[config.mk]
export PLATFORM = sky130hd
export DESIGN_NAME = capture_sequencer
export DESIGN_NICKNAME = d
export VERILOG_FILES = /design/src/rtl/scope_pkg.sv /design/src/rtl/trig_detect.sv /design/src/rtl/capture_sequencer.sv
export SDC_FILE = /design/constraint.sdc
export NUM_CORES = 1
export LEC_CHECK = 0
export CORE_MARGIN = 5
export CORE_UTILIZATION = 40
export DETAILED_ROUTE_END_ITERATION = 6
export SYNTH_ARGS = -nofsm -noshare
export SYNTH_HDL_FRONTEND = slang
export SYNTH_SLANG_ARGS = --single-unit
[constraint.sdc]
create_clock -name clk -period 6.95 [get_ports clk]
set_input_delay 1.39 -clock clk [delete_from_list [all_inputs] [get_ports clk]]
set_output_delay 1.39 -clock clk [all_outputs]
set_load 0.05 [all_outputs]
[src/rtl/scope_pkg.sv]
// Shared types and default geometry for the scope capture path.
package scope_pkg;

    localparam int SCOPE_DEPTH    = 640;
    localparam int SCOPE_ADDR_W   = 10;
    localparam int SCOPE_SAMPLE_W = 9;

    typedef enum logic [2:0] {
        IDLE      = 3'd0,
        PRETRIG   = 3'd1,
        ARMED     = 3'd2,
        POST      = 3'd3,
        WAIT_SWAP = 3'd4,
        HOLDOFF   = 3'd5
    } cap_state_t;

    typedef enum logic [1:0] {
        AUTO   = 2'd0,
        NORMAL = 2'd1,
        SINGLE = 2'd2
    } trig_mode_t;

    // Code 3 is reserved and behaves as normal mode.
    function automatic trig_mode_t decode_mode(input logic [1:0] code);
        case (code)
            2'd0:    return AUTO;
            2'd2:    return SINGLE;
            default: return NORMAL;
        endcase
    endfunction

endpackage

[src/rtl/trig_detect.sv]
// Slope/level trigger detector: keeps the previous accepted sample and flags
// a threshold crossing on the current one.
module trig_detect
    import scope_pkg::*;
#(
    parameter int SAMPLE_W = SCOPE_SAMPLE_W
) (
    input  logic                clk,
    input  logic                reset_n,
    input  logic                clear,
    input  logic                update,
    input  logic                arm,
    input  logic                slope,
    input  logic [SAMPLE_W-1:0] level,
    input  logic [SAMPLE_W-1:0] sample,
    output logic                hit
);

    logic [SAMPLE_W-1:0] prev_reg;
    logic                prev_valid_reg;
    logic                rise;
    logic                fall;

    always_ff @(posedge clk or negedge reset_n) begin
        if (!reset_n) begin
            prev_reg       <= '0;
            prev_valid_reg <= 1'b0;
        end else if (clear) begin
            prev_valid_reg <= 1'b0;
        end else if (update) begin
            prev_reg       <= sample;
            prev_valid_reg <= 1'b1;
        end
    end

    assign rise = (prev_reg < level) && (sample >= level);
    assign fall = (prev_reg > level) && (sample <= level);
    assign hit  = arm && update && prev_valid_reg && (slope ? rise : fall);

endmodule

[src/rtl/capture_sequencer.sv]
// Ping-pong ADC capture sequencer: pre-trigger fill, trigger, post fill, swap on
// frame boundary. Optional post-swap holdoff is enabled by SCOPE_HOLDOFF_EN.
module capture_sequencer
    import scope_pkg::*;
#(
    parameter int SAMPLE_W     = SCOPE_SAMPLE_W,
    parameter int DEPTH        = SCOPE_DEPTH,
    parameter int ADDR_W       = SCOPE_ADDR_W,
    parameter int PRE_DEPTH    = 160,
    parameter int AUTO_TIMEOUT = 4096
) (
    input  logic                clk,
    input  logic                reset_n,
    input  logic                sample_valid,
    input  logic [SAMPLE_W-1:0] sample,
    input  logic                run,
    input  logic [1:0]          mode,
    input  logic                slope,
    input  logic [SAMPLE_W-1:0] trig_level,
    input  logic [15:0]         holdoff,
    input  logic                frame_done,
    output logic                wr_en,
    output logic [ADDR_W-1:0]   wr_addr,
    output logic [SAMPLE_W-1:0] wr_data,
    output logic                wr_bank,
    output logic [ADDR_W-1:0]   disp_start,
    output logic                swap_pulse,
    output logic                auto_trig,
    output logic [2:0]          state
);

    localparam int POST_LEN = DEPTH - PRE_DEPTH - 1;
    localparam int CNT_MAX  = (AUTO_TIMEOUT > 65535) ? AUTO_TIMEOUT : 65535;
    localparam int CNT_W    = $clog2(CNT_MAX + 1);

    cap_state_t          state_reg, state_next;
    logic [ADDR_W-1:0]   ptr_reg, ptr_next;
    logic [CNT_W-1:0]    cnt_reg, cnt_next;
    trig_mode_t          mode_reg, mode_next;
    logic                slope_reg, slope_next;
    logic [SAMPLE_W-1:0] level_reg, level_next;
    logic                auto_flag_reg, auto_flag_next;
    logic [ADDR_W-1:0]   trig_addr_reg, trig_addr_next;
    logic                single_lock_reg, single_lock_next;
    logic                wr_en_reg, wr_en_next;
    logic [ADDR_W-1:0]   wr_addr_reg, wr_addr_next;
    logic [SAMPLE_W-1:0] wr_data_reg, wr_data_next;
    logic                wr_bank_reg, wr_bank_next;
    logic [ADDR_W-1:0]   disp_start_reg, disp_start_next;
    logic                swap_pulse_reg, swap_pulse_next;
    logic                auto_trig_reg, auto_trig_next;

    logic                capture;
    logic                prev_clear;
    logic                trig_hit;
    logic [ADDR_W-1:0]   disp_calc;

`ifdef SCOPE_HOLDOFF_EN
    logic [15:0]         holdoff_len_reg, holdoff_len_next;
`else
    logic                unused_holdoff;
    assign unused_holdoff = ^holdoff;
`endif

    // A sample is written in every filling state while run is held.
    assign capture = run && sample_valid &&
                     ((state_reg == PRETRIG) || (state_reg == ARMED) ||
                      (state_reg == POST)    || (state_reg == HOLDOFF));

    assign disp_calc = (trig_addr_reg >= ADDR_W'(PRE_DEPTH))
                     ? trig_addr_reg - ADDR_W'(PRE_DEPTH)
                     : trig_addr_reg + ADDR_W'(DEPTH - PRE_DEPTH);

    trig_detect #(
        .SAMPLE_W (SAMPLE_W)
    ) u_trig_detect (
        .clk     (clk),
        .reset_n (reset_n),
        .clear   (prev_clear),
        .update  (capture),
        .arm     (state_reg == ARMED),
        .slope   (slope_reg),
        .level   (level_reg),
        .sample  (sample),
        .hit     (trig_hit)
    );

    always_comb begin
        state_next       = state_reg;
        ptr_next         = ptr_reg;
        cnt_next         = cnt_reg;
        mode_next        = mode_reg;
        slope_next       = slope_reg;
        level_next       = level_reg;
        auto_flag_next   = auto_flag_reg;
        trig_addr_next   = trig_addr_reg;
        single_lock_next = single_lock_reg && run;
        wr_en_next       = 1'b0;
        wr_addr_next     = wr_addr_reg;
        wr_data_next     = wr_data_reg;
        wr_bank_next     = wr_bank_reg;
        disp_start_next  = disp_start_reg;
        swap_pulse_next  = 1'b0;
        auto_trig_next   = auto_trig_reg;
        prev_clear       = 1'b0;
`ifdef SCOPE_HOLDOFF_EN
        holdoff_len_next = holdoff_len_reg;
`endif

        if (!run) begin
            state_next = IDLE;
        end else begin
            case (state_reg)
                IDLE: begin
                    if (!single_lock_reg) begin
                        mode_next  = decode_mode(mode);
                        slope_next = slope;
                        level_next = trig_level;
                        cnt_next   = '0;
                        prev_clear = 1'b1;
                        state_next = PRETRIG;
                    end
                end
                PRETRIG: begin
                    if (capture) begin
                        if (cnt_reg == CNT_W'(PRE_DEPTH - 1)) begin
                            cnt_next   = '0;
                            state_next = ARMED;
                        end else begin
                            cnt_next = cnt_reg + CNT_W'(1);
                        end
                    end
                end
                ARMED: begin
                    if (capture) begin
                        if (trig_hit) begin
                            trig_addr_next = ptr_reg;
                            auto_flag_next = 1'b0;
                            cnt_next       = '0;
                            state_next     = POST;
                        end else if (mode_reg == AUTO) begin
                            if (cnt_reg == CNT_W'(AUTO_TIMEOUT - 1)) begin
                                trig_addr_next = ptr_reg;
                                auto_flag_next = 1'b1;
                                cnt_next       = '0;
                                state_next     = POST;
                            end else begin
                                cnt_next = cnt_reg + CNT_W'(1);
                            end
                        end
                    end
                end
                POST: begin
                    if (capture) begin
                        if (cnt_reg == CNT_W'(POST_LEN - 1)) begin
                            cnt_next   = '0;
                            state_next = WAIT_SWAP;
                        end else begin
                            cnt_next = cnt_reg + CNT_W'(1);
                        end
                    end
                end
                WAIT_SWAP: begin
                    if (frame_done) begin
                        wr_bank_next    = !wr_bank_reg;
                        disp_start_next = disp_calc;
                        auto_trig_next  = auto_flag_reg;
                        swap_pulse_next = 1'b1;
                        if (mode_reg == SINGLE) begin
                            // Hold in IDLE until run is seen low.
                            single_lock_next = 1'b1;
                            state_next       = IDLE;
                        end else begin
                            mode_next  = decode_mode(mode);
                            slope_next = slope;
                            level_next = trig_level;
                            cnt_next   = '0;
                            prev_clear = 1'b1;
`ifdef SCOPE_HOLDOFF_EN
                            holdoff_len_next = holdoff;
                            state_next = (holdoff == 16'd0) ? PRETRIG : HOLDOFF;
`else
                            state_next = PRETRIG;
`endif
                        end
                    end
                end
`ifdef SCOPE_HOLDOFF_EN
                HOLDOFF: begin
                    if (capture) begin
                        if (cnt_reg == CNT_W'(holdoff_len_reg - 16'd1)) begin
                            cnt_next   = '0;
                            prev_clear = 1'b1;
                            state_next = PRETRIG;
                        end else begin
                            cnt_next = cnt_reg + CNT_W'(1);
                        end
                    end
                end
`endif
                default: state_next = IDLE;
            endcase
        end

        if (capture) begin
            wr_en_next   = 1'b1;
            wr_addr_next = ptr_reg;
            wr_data_next = sample;
            ptr_next     = (ptr_reg == ADDR_W'(DEPTH - 1)) ? '0 : ptr_reg + ADDR_W'(1);
        end
    end

    always_ff @(posedge clk or negedge reset_n) begin
        if (!reset_n) begin
            state_reg       <= IDLE;
            ptr_reg         <= '0;
            cnt_reg         <= '0;
            mode_reg        <= NORMAL;
            slope_reg       <= 1'b1;
            level_reg       <= '0;
            auto_flag_reg   <= 1'b0;
            trig_addr_reg   <= '0;
            single_lock_reg <= 1'b0;
            wr_en_reg       <= 1'b0;
            wr_addr_reg     <= '0;
            wr_data_reg     <= '0;
            wr_bank_reg     <= 1'b0;
            disp_start_reg  <= '0;
            swap_pulse_reg  <= 1'b0;
            auto_trig_reg   <= 1'b0;
        end else begin
            state_reg       <= state_next;
            ptr_reg         <= ptr_next;
            cnt_reg         <= cnt_next;
            mode_reg        <= mode_next;
            slope_reg       <= slope_next;
            level_reg       <= level_next;
            auto_flag_reg   <= auto_flag_next;
            trig_addr_reg   <= trig_addr_next;
            single_lock_reg <= single_lock_next;
            wr_en_reg       <= wr_en_next;
            wr_addr_reg     <= wr_addr_next;
            wr_data_reg     <= wr_data_next;
            wr_bank_reg     <= wr_bank_next;
            disp_start_reg  <= disp_start_next;
            swap_pulse_reg  <= swap_pulse_next;
            auto_trig_reg   <= auto_trig_next;
        end
    end

`ifdef SCOPE_HOLDOFF_EN
    always_ff @(posedge clk or negedge reset_n) begin
        if (!reset_n) begin
            holdoff_len_reg <= '0;
        end else begin
            holdoff_len_reg <= holdoff_len_next;
        end
    end
`endif

    assign wr_en      = wr_en_reg;
    assign wr_addr    = wr_addr_reg;
    assign wr_data    = wr_data_reg;
    assign wr_bank    = wr_bank_reg;
    assign disp_start = disp_start_reg;
    assign swap_pulse = swap_pulse_reg;
    assign auto_trig  = auto_trig_reg;
    assign state      = state_reg;

endmodule

== Yosys cells after proc, flatten, opt, wreduce, memory -nomap -nowiden ==
Index checks and enable logic that the tools add are counted.

* Register bits after elaboration: 96
* Bits of input ports: 42
* Output and inout bits: 36
* Word-level logic and storage cells: 143

* Add/sub/neg operators: 4
* Order comparisons: 5
* Eq/ne operators: 27
* Muxes and demuxes: 62
* Bitwise operators: 1
* Reduce and logical (&&, ||, !) cells: 26

{| class="wikitable"
|+ Operators with widths
! cell !! number
|-
| 2-to-1 mux 16 bit || 11
|-
| case mux 16 bit (5 select lines) || 1
|-
| 2-to-1 mux 10 bit || 5
|-
| 2-to-1 mux 3 bit || 11
|-
| 2-to-1 mux 9 bit || 3
|-
| 2-to-1 mux 1 bit || 22
|-
| case mux 9 bit (2 select lines) || 1
|-
| AND reduction 9 bit || 2
|-
| adder 16 x 1 -> 16 bit (second input constant) || 1
|-
| equality test 16 x 12 -> 1 bit (second input constant) || 1
|-
| equality test 16 x 8 -> 1 bit (second input constant) || 1
|-
| equality test 16 x 9 -> 1 bit (second input constant) || 1
|-
| != test 3 x 2 -> 1 bit (second input constant) || 5
|-
| case mux 3 bit (5 select lines) || 1
|-
| adder 10 x 1 -> 10 bit (second input constant) || 1
|-
| adder 10 x 9 -> 10 bit (second input constant) || 1
|-
| equality test 10 bit (second input constant) || 1
|-
| >= comparator 10 x 8 -> 1 bit (second input constant) || 1
|-
| AND reduction 5 bit || 2
|-
| subtractor 10 x 8 -> 10 bit (second input constant) || 1
|-
| >= comparator 9 bit || 1
|-
| > comparator 9 bit || 1
|-
| less-or-equal comparator 9 bit || 1
|-
| less-than comparator 9 bit || 1
|-
| 21 further kinds || 48
|}

== Depth between registers and ports, before layout ==
* Depth after elaboration: 12
* Mapped depth: 10
* Depth with buffers taken out: 9

== Hierarchy ==
Synthesis repeated with hierarchy kept, for this count alone.

* Cells, all modules: 451
* Area total of the unflattened synthesis: 4893.4 µm²

{| class="wikitable"
|+ Modules (own cells, without submodules)
! module !! instances !! cells each !! area an instance (µm²) !! seq. area each (µm²)
|-
| capture_sequencer || 1 || 366 || 4045.1 || 2154.6
|-
| trig_detect || 1 || 85 || 848.3 || 250.2
|}

== Worst setup path after synthesis ==
Ideal clock, no wire load.

* Kind: input to register
* Start: input sample[8]
* End: register trig_addr_reg[0]
* Library setup time: 0.125 ns
* Data arrival time: 3.572 ns
* Data required time: 6.825 ns
* Setup slack: 3.253 ns
* Stages on the path: 9
* Buffers on the path: 1
* Cell sequence: ha_1 > nand4_1 > o221ai_1 > nor3_1 > or4_4 > and2_4 > a211oi_4 > buf_6 > mux2_4

* Longest elaborated chain between the ends: 6
* Elaborated cells between the ends (all ways): 10

{| class="wikitable"
|+ RTL lines
! item !! line !! text
|-
| start, declared || capture_sequencer.sv:15 || <nowiki>input logic [SAMPLE_W-1:0] sample,</nowiki>
|-
| less-or-equal comparator 9 bit / >= comparator 9 bit (equally long branches) || trig_detect.sv:37, trig_detect.sv:36 ||
|-
| logical AND 1 bit (on tied branches) || trig_detect.sv:37, trig_detect.sv:36 ||
|-
| 2-to-1 mux 1 bit * || trig_detect.sv:38 || <nowiki>assign hit = arm && update && prev_valid_reg && (slope ? rise : fall);</nowiki>
|-
| logical AND 1 bit * || trig_detect.sv:38 ||
|-
| nonzero test 2 bit (no line) || - ||
|-
| AND reduction 5 bit (no line) || - ||
|-
| end signal, assigned || capture_sequencer.sv:239 || <nowiki>trig_addr_reg <= trig_addr_next;</nowiki>
|-
| end, declared || capture_sequencer.sv:43 || <nowiki>logic [ADDR_W-1:0] trig_addr_reg, trig_addr_next;</nowiki>
|}

Every way passes the cells marked *; elsewhere a longest branch is shown, timed or not.
A chain may end at the register's enable or synchronous reset.

== Final worst setup path ==
* Start: input sample[8]
* End: register cnt_reg[2]

* Longest elaborated chain between the ends: 7
* Elaborated cells between the ends (all ways): 11

{| class="wikitable"
|+ RTL lines
! item !! line !! text
|-
| less-or-equal comparator 9 bit / >= comparator 9 bit (equally long branches) || trig_detect.sv:37, trig_detect.sv:36 ||
|-
| logical AND 1 bit (on tied branches) || trig_detect.sv:37, trig_detect.sv:36 ||
|-
| 2-to-1 mux 1 bit * || trig_detect.sv:38 ||
|-
| logical AND 1 bit * || trig_detect.sv:38 ||
|-
| 2-to-1 mux 16 bit || capture_sequencer.sv:136 || <nowiki>if (trig_hit) begin</nowiki>
|-
| 2-to-1 mux 16 bit || capture_sequencer.sv:135 || <nowiki>if (capture) begin</nowiki>
|-
| case mux 16 bit (5 select lines) || capture_sequencer.sv:113 || <nowiki>case (state_reg)</nowiki>
|-
| end signal, assigned || capture_sequencer.sv:234 || <nowiki>cnt_reg <= cnt_next;</nowiki>
|-
| end, declared || capture_sequencer.sv:38 || <nowiki>logic [CNT_W-1:0] cnt_reg, cnt_next;</nowiki>
|}

Every way passes the cells marked *; elsewhere a longest branch is shown, timed or not. The select of a mux whose other input is x is not followed.

==> out/results.ini <==
[status]
outcome=finished, final reports clean

[critical_path]
cp_data_arrival_time_ns=4.84
cp_max_fo=18
worstSetupPathType=in -> reg
end_kind=register
cp.required_ns=7.22
cp_slowest_stage_delay_ns=0.75
cp-start-kind=input pin
path_cells=clkdlybuf4s50_1, ha_1, nand4_1, o221ai_1, nor3_1, or4_4, a31oi_4, nor2b_1, a22o_1
cp_slowest_cell=nor2b_1

[power]
p_per_area_mw_per_mm2=354.3
p_sw_share_pct=37.68
p_sw_mw=0.7831
leakage_nw=2.700
vdd_drop_max_v=0.0002699
pwr-share-comb_pct=35.4
power_frac_seq_pct=38.1
total_power_mw=2.078
power_frac_clock_pct=26.5
internal_power_mw=1.295

[route]
avgRoutedWirePerCell_microns=14.99
drt_first_pass_iters=4
drc=0
wirelength_microns=10360
antenna_left=0
first_iter_violations=162
vias_per_cell=5.245
vias=3624

[sta]
fin_setup_tns_ns=0
fin_crit_sh_pct=65.81
final_hold_viol_count=0
tightest_slew_ns=0.8495
hold-worst-slack_ns=0.4727
clock.fmax_ghz=0.2186
setup-violations-final=0
fin_skew_ns=0.008646
final.min_clock_period_ns=4.574
rsz0062_at_grt=no
relSlewSlack_pct=43.25
drv_slew=0

[die]
die_width_microns=119.5
rows=40
ios=78
start_util_pct=40.40
dieArea_sq_mm=0.01427
core_sq_mm=0.01186
die_y_microns=119.5

[final_layout]
seq_area_sq_mm=0.002405
areaGrowthSynthToFinish_pct=22.40
antennaDiodeCount=0
drive_above_1_share_pct=10.48
fill_cells=1105
layout_common_cells=nand2_1, dfrtp_1, clkdlybuf4s50_1
largest_reg_flops=16
layout_commonest_cell=nand2_1
fin_util_pct=49.45
nets=603
multi_input_area_sq_mm=0.002225

[synth]
ys_seq_area_share_pct=50.18
synthCells=479
synthesis.area_sq_mm=0.004792
synth_edf_count=0
synth_ff_type=dfrtp_1
syn_nets=543
postSynthAreaPerCell_sq_um=10.00
async_flop_share_pct=100.0
yosysWarnings=0
synth_cell_types=62
synth_seq_cells=96
synth_top_area_share_pct=49.09
synthTopCellsByArea=dfrtp_1, nand2_1, ha_1
yosys.area.top_type=dfrtp_1

[cts]
hold_buffers=0
clock-sinks=96
post-cts-setup-buffers=0
clk_latency_ns=0.34
cts_resized=0
clk_pin_slew_worst_paths_ns=0.06
cts_max_level=3
clock_path_buffers=2
cts_root_buf=clkbuf_16
cts_tree=built
cts_buffers=9

[placed_design]
io_buffers=61
hpwl_microns=7450
gp_congestion=0.8273

[global_routing]
grt_pass1_wl_microns=17630
grt_usage_pct=15.13
grt_pass1_vias=3575
grt_overflow_total=0
antenna_found_initial=0
grt_max_degree=63

[hold_path]
min_path_type=reg -> reg

[job]
cap_viol_max_count=0

[cell families after synthesis]
group,count (synthesis),synth area share (%)
xor+xnor,8,1.462
compound gates,87,12.79
mux,22,5.744
flops,96,50.18
buf+inv,38,3.394
simple gates,206,20.68
fa+ha+maj,22,5.744
[layer usage]
metal	track usage (%)	wire (microns)	up-vias
li1	-	-	1791
met5	0	0	-
met2	23.06	4654	65
met1	21.24	5069	1753
met3	2.802	427	15
met4	6.156	204	0
[final timing paths]
kind                                       to  depth (start not counted)           from  slack [ns]
worst max-delay path               cnt_reg[2]                          9      sample[8]        2.38
worst min-delay path            disp_start[1]                          2  disp_start[1]        0.47
worst max register to register     cnt_reg[2]                          9   level_reg[3]        3.49
worst min register to register  disp_start[1]                          2  disp_start[1]        0.47
max in group asynchronous          ptr_reg[5]                          2        reset_n        4.82
min in group asynchronous        level_reg[8]                          1        reset_n        0.99
[final cells by class]
type | instances | area share (%)
clock buffer | 10 | 4.074
tap | 147 | 3.136
multi-input combinational | 345 | 37.93
inverter | 23 | 1.472
sequential | 96 | 41.00
timing repair buffer | 64 | 10.75
clock inverter | 6 | 1.642
[worst max-delay path: cells and delay by family]
family,cells,cell delay [ns]
simple gates,4,1.63
compound gates,3,1.04
buf+inv,1,0.45
fa+ha+maj,1,0.34
[metrics by stage]
| step | setup slack, ns | area (sq um) | instances |
|---|---|---|---|
| 4_1_cts | 2.393 | 5866 | 691 |
| 2_1_floorplan | 3.253 | 4792 | 479 |
| 6_report | 2.376 | 5866 | 691 |
| 5_1_grt | 2.128 | 5866 | 691 |
| 3_5_place_dp | 2.047 | 5530 | 675 |
| 3_3_place_gp | 2.144 | 5530 | 675 |
[cells in the mapped netlist, drive strengths merged (2+ instances only)]
cell and instances:
o22ai 3, ha 22, mux2i 2, nand4 8, a211oi 5, nand2 113, dfrtp 94, and3 6
o221ai 3, nor2 25, o21ai 29, buf 9, mux2 20, nor3 7, clkinv 2, nand2b 7
o21a 3, a22o 12, a21oi 13, xnor2 7, nor4 3, nand3 10, a21boi 2, nor2b 10
a31oi 2, dfstp 2, or4 2, or3 5, or2 2, and4 2, clkbuf 6, a21o 3
inv 21
[power by group through the flow]
| stage | clock [mW] | sequential (mW) | combinational (mW) |
|---|---|---|---|
| 5_1_grt | 0.586 | 0.810 | 0.819 |
| 2_1_floorplan | 0 | 0.918 | 0.386 |
| 4_1_cts | 0.565 | 0.792 | 0.745 |
| 6_report | 0.552 | 0.791 | 0.736 |
| 3_3_place_gp | 0 | 0.797 | 0.719 |
| 3_5_place_dp | 0 | 0.801 | 0.739 |
(Power assumes the default switching activity.)
